==> src/rtl/hamming_pkg.sv <==
// Shared helpers for the Hamming SEC / SECDED decoder family.
// Build option: define HAMMING_SECDED_EN to append an overall-parity bit to
// the codeword and enable double-error detection.
package hamming_pkg;

`ifdef HAMMING_SECDED_EN
    localparam int SECDED_W = 1;
`else
    localparam int SECDED_W = 0;
`endif

    // True when PAR_W parity bits can address every position plus "no error".
    function automatic bit par_w_ok(input int data_w, input int par_w);
        return (32'sd1 <<< par_w) >= (data_w + par_w + 32'sd1);
    endfunction

    // True when Hamming position p is a parity position (power of two).
    function automatic bit is_pow2(input int p);
        return (p > 32'sd0) && ((p & (p - 32'sd1)) == 32'sd0);
    endfunction

    // Codeword bit index (position - 1) holding data bit i; data fills the
    // non-power-of-two positions in ascending order, LSB first.
    function automatic int data_bit_idx(input int i);
        int cnt;
        int idx;
        bit found;
        cnt   = 32'sd0;
        idx   = 32'sd0;
        found = 1'b0;
        for (int p = 1; p < 256; p++) begin
            if (!found && !is_pow2(p)) begin
                if (cnt == i) begin
                    idx   = p - 32'sd1;
                    found = 1'b1;
                end else begin
                    cnt = cnt + 32'sd1;
                end
            end else begin
                cnt = cnt;
            end
        end
        return idx;
    endfunction

    // Total received codeword width, including the optional overall parity bit.
    function automatic int cw_width(input int data_w, input int par_w);
        return data_w + par_w + SECDED_W;
    endfunction

endpackage

==> src/rtl/hamming_syndrome.sv <==
// Combinational Hamming syndrome and overall parity of a codeword.
// Shared by the decoder and the encoder-side checker.
module hamming_syndrome
    import hamming_pkg::*;
#(
    parameter int DATA_W = 8,
    parameter int PAR_W  = 4,
    parameter int CW     = cw_width(DATA_W, PAR_W)
) (
    input  logic [CW-1:0]    code,
    output logic [PAR_W-1:0] syn,
    output logic             op
);

    localparam int N = DATA_W + PAR_W;

    // XOR of the Hamming positions of every set bit in positions 1..N.
    function automatic logic [PAR_W-1:0] calc_syn(input logic [CW-1:0] c);
        logic [PAR_W-1:0] s;
        s = {PAR_W{1'b0}};
        for (int p = 1; p <= N; p++) begin
            if (c[p-1]) begin
                s = s ^ PAR_W'(p);
            end else begin
                s = s;
            end
        end
        return s;
    endfunction

    // Even parity over the whole codeword (overall parity bit included).
    function automatic logic calc_op(input logic [CW-1:0] c);
        return ^c;
    endfunction

    // Evaluate both checks on the incoming codeword.
    always_comb begin
        syn = calc_syn(code);
        op  = calc_op(code);
    end

endmodule

==> src/rtl/hamming_secded_dec.sv <==
// Pipelined streaming Hamming decoder: S1 captures the codeword with its
// syndrome, S2 registers corrected data and flags. Saturating counters track
// corrected and uncorrectable words on the output handshake.
// Build option: HAMMING_SECDED_EN adds the overall-parity bit and
// double-error detection; without it the decoder is single-error-correct only.
module hamming_secded_dec
    import hamming_pkg::*;
#(
    parameter  int DATA_W = 8,
    parameter  int PAR_W  = 4,
    parameter  int CNT_W  = 16,
    localparam int N      = DATA_W + PAR_W,
    localparam int CW     = cw_width(DATA_W, PAR_W)
) (
    input  logic              clk,
    input  logic              rst,
    input  logic              in_valid,
    output logic              in_ready,
    input  logic [CW-1:0]     in_code,
    output logic              out_valid,
    input  logic              out_ready,
    output logic [DATA_W-1:0] out_data,
    output logic [PAR_W-1:0]  out_syndrome,
    output logic              out_corrected,
    output logic              out_uncorrectable,
    output logic [CNT_W-1:0]  err_corr_cnt,
    output logic [CNT_W-1:0]  err_uncorr_cnt,
    input  logic              cnt_clr
);

    if (!par_w_ok(DATA_W, PAR_W)) begin : g_bad_par_w
        $error("hamming_secded_dec: PAR_W too small for DATA_W");
    end

    localparam logic [PAR_W-1:0] SYN_ZERO = {PAR_W{1'b0}};
    localparam logic [PAR_W-1:0] N_SYN    = PAR_W'(N);
    localparam logic [CNT_W-1:0] CNT_MAX  = {CNT_W{1'b1}};
    localparam logic [CNT_W-1:0] CNT_ONE  = CNT_W'(1'b1);

    logic [PAR_W-1:0]  in_syn_s;
    logic              in_op_s;
    logic              s1_load_s;
    logic              s2_load_s;
    logic              s1_valid_r;
    logic [N-1:0]      s1_code_r;
    logic [PAR_W-1:0]  s1_syn_r;
`ifdef HAMMING_SECDED_EN
    logic              s1_op_r;
`else
    logic              op_unused_s;
    assign op_unused_s = in_op_s;
`endif
    logic              flip_s;
    logic              corr_s;
    logic              unc_s;
    logic [N-1:0]      fixed_s;
    logic [DATA_W-1:0] data_s;
    logic              s2_valid_r;
    logic [DATA_W-1:0] s2_data_r;
    logic [PAR_W-1:0]  s2_syn_r;
    logic              s2_corr_r;
    logic              s2_unc_r;
    logic [CNT_W-1:0]  corr_cnt_r;
    logic [CNT_W-1:0]  unc_cnt_r;
    logic              out_hs_s;

    hamming_syndrome #(
        .DATA_W (DATA_W),
        .PAR_W  (PAR_W),
        .CW     (CW)
    ) u_syndrome (
        .code (in_code),
        .syn  (in_syn_s),
        .op   (in_op_s)
    );

    // A stage may load when it is empty or its content moves on this cycle.
    assign s2_load_s = !s2_valid_r || out_ready;
    assign s1_load_s = !s1_valid_r || s2_load_s;
    assign in_ready  = s1_load_s;
    assign out_hs_s  = s2_valid_r && out_ready;

    // S1: capture the Hamming part of the codeword with its syndrome.
    always_ff @(posedge clk) begin
        if (rst) begin
            s1_valid_r <= 1'b0;
            s1_code_r  <= {N{1'b0}};
            s1_syn_r   <= SYN_ZERO;
`ifdef HAMMING_SECDED_EN
            s1_op_r    <= 1'b0;
`endif
        end else if (s1_load_s) begin
            s1_valid_r <= in_valid;
            s1_code_r  <= in_code[N-1:0];
            s1_syn_r   <= in_syn_s;
`ifdef HAMMING_SECDED_EN
            s1_op_r    <= in_op_s;
`endif
        end else begin
            s1_valid_r <= s1_valid_r;
            s1_code_r  <= s1_code_r;
            s1_syn_r   <= s1_syn_r;
`ifdef HAMMING_SECDED_EN
            s1_op_r    <= s1_op_r;
`endif
        end
    end

    // Classify the word from its syndrome (and overall parity when present).
    always_comb begin
        flip_s = 1'b0;
        corr_s = 1'b0;
        unc_s  = 1'b0;
`ifdef HAMMING_SECDED_EN
        if (s1_syn_r == SYN_ZERO) begin
            // Only the overall parity bit itself can be wrong here.
            corr_s = s1_op_r;
        end else if (s1_op_r) begin
            if (s1_syn_r <= N_SYN) begin
                flip_s = 1'b1;
                corr_s = 1'b1;
            end else begin
                unc_s = 1'b1;
            end
        end else begin
            // Non-zero syndrome with even overall parity: double error.
            unc_s = 1'b1;
        end
`else
        if (s1_syn_r == SYN_ZERO) begin
            corr_s = 1'b0;
        end else if (s1_syn_r <= N_SYN) begin
            flip_s = 1'b1;
            corr_s = 1'b1;
        end else begin
            unc_s = 1'b1;
        end
`endif
    end

    // Flip the bit at the syndrome position when a correction applies.
    always_comb begin
        fixed_s = s1_code_r;
        for (int p = 1; p <= N; p++) begin
            fixed_s[p-1] = s1_code_r[p-1] ^ (flip_s && (s1_syn_r == PAR_W'(p)));
        end
    end

    for (genvar i = 0; i < DATA_W; i++) begin : g_extract
        assign data_s[i] = fixed_s[data_bit_idx(i)];
    end

    // S2: register corrected payload and flags; hold while stalled.
    always_ff @(posedge clk) begin
        if (rst) begin
            s2_valid_r <= 1'b0;
            s2_data_r  <= {DATA_W{1'b0}};
            s2_syn_r   <= SYN_ZERO;
            s2_corr_r  <= 1'b0;
            s2_unc_r   <= 1'b0;
        end else if (s2_load_s) begin
            s2_valid_r <= s1_valid_r;
            s2_data_r  <= data_s;
            s2_syn_r   <= s1_syn_r;
            s2_corr_r  <= corr_s;
            s2_unc_r   <= unc_s;
        end else begin
            s2_valid_r <= s2_valid_r;
            s2_data_r  <= s2_data_r;
            s2_syn_r   <= s2_syn_r;
            s2_corr_r  <= s2_corr_r;
            s2_unc_r   <= s2_unc_r;
        end
    end

    // Saturating error counters; clear beats a same-cycle increment.
    always_ff @(posedge clk) begin
        if (rst || cnt_clr) begin
            corr_cnt_r <= {CNT_W{1'b0}};
            unc_cnt_r  <= {CNT_W{1'b0}};
        end else begin
            if (out_hs_s && s2_corr_r && (corr_cnt_r != CNT_MAX)) begin
                corr_cnt_r <= corr_cnt_r + CNT_ONE;
            end else begin
                corr_cnt_r <= corr_cnt_r;
            end
            if (out_hs_s && s2_unc_r && (unc_cnt_r != CNT_MAX)) begin
                unc_cnt_r <= unc_cnt_r + CNT_ONE;
            end else begin
                unc_cnt_r <= unc_cnt_r;
            end
        end
    end

    assign out_valid         = s2_valid_r;
    assign out_data          = s2_data_r;
    assign out_syndrome      = s2_syn_r;
    assign out_corrected     = s2_corr_r;
    assign out_uncorrectable = s2_unc_r;
    assign err_corr_cnt      = corr_cnt_r;
    assign err_uncorr_cnt    = unc_cnt_r;

endmodule
==> config.mk <==
export PLATFORM = sky130hd
export DESIGN_NAME = hamming_secded_dec
export DESIGN_NICKNAME = d
export VERILOG_FILES = /design/src/rtl/hamming_pkg.sv /design/src/rtl/hamming_syndrome.sv /design/src/rtl/hamming_secded_dec.sv
export SDC_FILE = /design/constraint.sdc
export NUM_CORES = 1
export LEC_CHECK = 0
export BUFFER_PORTS_ARGS = -buffer_cell sky130_fd_sc_hd__buf_2
export CAP_MARGIN = 20
export CORE_ASPECT_RATIO = 0.7
export CORE_MARGIN = 2
export CORE_UTILIZATION = 48
export DETAILED_ROUTE_END_ITERATION = 10
export GPL_TIMING_DRIVEN = 1
export HOLD_SLACK_MARGIN = 0.15
export PLACE_DENSITY = 0.76
export SLEW_MARGIN = 15
export SYNTH_ARGS = -nofsm -noshare
export SYNTH_HDL_FRONTEND = slang
export SYNTH_HIERARCHICAL = 1
export SYNTH_SLANG_ARGS = --single-unit
==> constraint.sdc <==
create_clock -name clk -period 1.79 [get_ports clk]
set_input_delay 0.358 -clock clk [delete_from_list [all_inputs] [get_ports clk]]
set_output_delay 0.358 -clock clk [all_outputs]
set_load 0.02 [all_outputs]
==> impl_metrics.toml <==
[clocking]
cts_tree = "yes"
cts_buffers = 9
clock_path_buffers = 2
root_buffer = "clkbuf_8"
ctsHtreeMaxLevel = 3
cts_sinks = 60
clkLatencyLatePin_ps = 340
clkTransAtPathRegs_ps = 70

[final_layout]
antenna-diode-count = 0
final_net_count = 434
nFillCells = 546
layout-drive-gt1-share_pct = 26.90
ff_latch_area_mm2 = 0.001205
syn_to_final_growth_pct = 23.68
multi_input_area_mm2 = 0.001577
postLayoutCoreUtil_pct = 61.50
instances_no_fill = 495

[setup_path]
slowest_stage = "or3_4"
cp_slowest_stage_delay_ps = 430
cp_data_required_time_ps = 1990
cp_num_buf_inv = 0
reg2reg_depth = 6
path_max_fanout = 5
r2r_slack_ps = 80
crit_arrival_ps = 1910
cp-end-kind = "register"
critPathKind = "reg -> reg"
r2r_end = "err_corr_cnt[14]$_SDFFE_PP0P_"
crit_start = "err_corr_cnt[1]$_SDFFE_PP0P_"
startpoint_type = "register"
cp_top_family = "simple AND/OR/NAND/NOR gates"
crit_chain = "ha_2, nand4_1, or3_4, nor4_4, xnor2_1, nor2_1"
reg2reg_from = "err_corr_cnt[1]$_SDFFE_PP0P_"

[route]
drtPass1Iterations = 5
drc = 0
wl_per_cell_um = 13.21
drtIter0Drc = 141
ant_nets = 0
finalWirelength_mm = 6.538
drt-vias-per-instance = 5.145
vias = 2547

[logic_synthesis]
syn-num-nets = 358
syn-cell-area_mm2 = 0.002848
netlist_instances = 339
synth_warnings = 6
avgSynthCellArea_um2 = 8.400

[run]
drv_cap = 0

[global_routing]
grt_overflow = 0
grt_usage_pct = 20.98
grt_pass1_vias = 2174
grt_max_degree = 33
antenna_found_initial = 0
grt_pass1_wl_mm = 10.50

[pwr]
total_power_mw = 2.927
irDropWorstVdd_uv = 731.0
powerDensity_mw_per_mm2 = 831.0
leakagePower_nw = 1.419

[min_path]
min_path_type = "in -> reg"
hold_depth = 3
hp-start = "in_valid"
hold_end = "s1_valid_r$_SDFFE_PP0P_"

[sta]
period_minus_slack_ps = 1707
fmax_mhz = 585.8
skew_ps = 9.281
finalSetupTns_ps = 0
setup_viol = 0
slew_headroom_pct = 58.43
hold_viol = 0
worst_slew_pin_slew_ps = 623.6
fin_crit_sh_pct = 95.36
drv_slew = 0

[placement]
place_inst = 479
dp_hpwl_mm = 4.784
io_buffers = 64
place_congestion = 0.8741

[run_status]
status = "finished clean"

[floorplanning]
die_w_um = 96.06
initial_core_util_pct = 49.73
die_h_um = 68.45
rows = 23
die_area_mm2 = 0.006575
pin_count = 65
fp.coreArea_mm2 = 0.005727
==> flip-flops by register name (all words and copies together) (netlist names) <==
name and cells:
err_corr_cnt 16, err_uncorr_cnt 16, out_data 8, s1_code_r 8
out_syndrome 4, s1_syn_r 4, out_corrected 1, out_uncorrectable 1
out_valid 1, s1_valid_r 1
==> metal layers <==
metal / global-route usage (%) / part of all wire (%)
met1: 29.99 / 49
met2: 30.47 / 44
met3: 6.938 / 6.1
met4: 4.821 / 0.47
met5: 0 / 0
==> where the power goes <==
part	total [mW]	internal (mW)	switching, mW
combinational	0.305	0.140	0.164
clock	1.15	0.636	0.518
sequential	1.47	1.39	0.0743
total	2.93	2.17	0.756
==> stage by stage <==
stage          setup slack [ps]  cell area (µm²)  hold slack [ps]
2_1_floorplan            -42.16             2850            433.2
3_3_place_gp              105.0             3321            436.1
3_5_place_dp              26.16             3321            443.3
4_1_cts                   54.18             3505            232.4
5_1_grt                  -22.53             3522            247.5
6_report                  82.99             3522            247.3
==> worst min-delay path, stage by stage <==
cell    delay, ps
buf_2          80
nor2_1         40
nor2_1         70
==> what timing repair did <==
action                                 CTS  global route
hold buffers                             0             0
endpoints found under the hold margin    0             0
buffers inserted                         0             0
setup endpoints to repair                0             9
gates resized for setup                  0             4
==> layout make-up <==
cell class / instances / area share, %
multi-input cells: 259 / 44.76
flip-flops and latches: 60 / 34.21
repair buffers: 81 / 12.72
clock buffers: 11 / 3.730
well taps: 75 / 2.664
clock inverters: 5 / 1.492
inverters: 4 / 0.4263
==> worst max path at each step <==
stage	endpoint	slack [ps]	cells after the start
6_report	err_corr_cnt[14]$_SDFFE_PP0P_	80	6
3_3_place_gp	err_corr_cnt[14]$_SDFFE_PP0P_	110	6
3_5_place_dp	err_uncorr_cnt[7]$_SDFFE_PP0P_	30	6
5_1_grt	err_corr_cnt[14]$_SDFFE_PP0P_	-20	6
2_1_floorplan	err_uncorr_cnt[11]$_SDFFE_PP0P_	-40	6
4_1_cts	err_corr_cnt[14]$_SDFFE_PP0P_	50	6
==> cell usage in the layout (no fill, tap or decap), types with 2 or more instances in the layout <==
cell type / count
nor4b_1: 3
a211oi_1: 11
nor2_1: 53
buf_4: 17
and3_1: 5
clkbuf_1: 2
nor4bb_1: 3
nor3_2: 2
nand4_1: 10
and4_1: 2
nand2_1: 48
nor3b_1: 2
nand3_1: 13
buf_2: 64
inv_1: 4
dfxtp_2: 3
nor4_1: 3
nor4_4: 2
or2_2: 2
clkinv_2: 3
a21oi_1: 23
clkbuf_8: 9
o21ai_0: 3
xnor2_1: 36
nor3_1: 10
dfxtp_1: 57
xor2_1: 9
nand4b_1: 2
No activity file was read; power rests on OpenSTA's default activity.
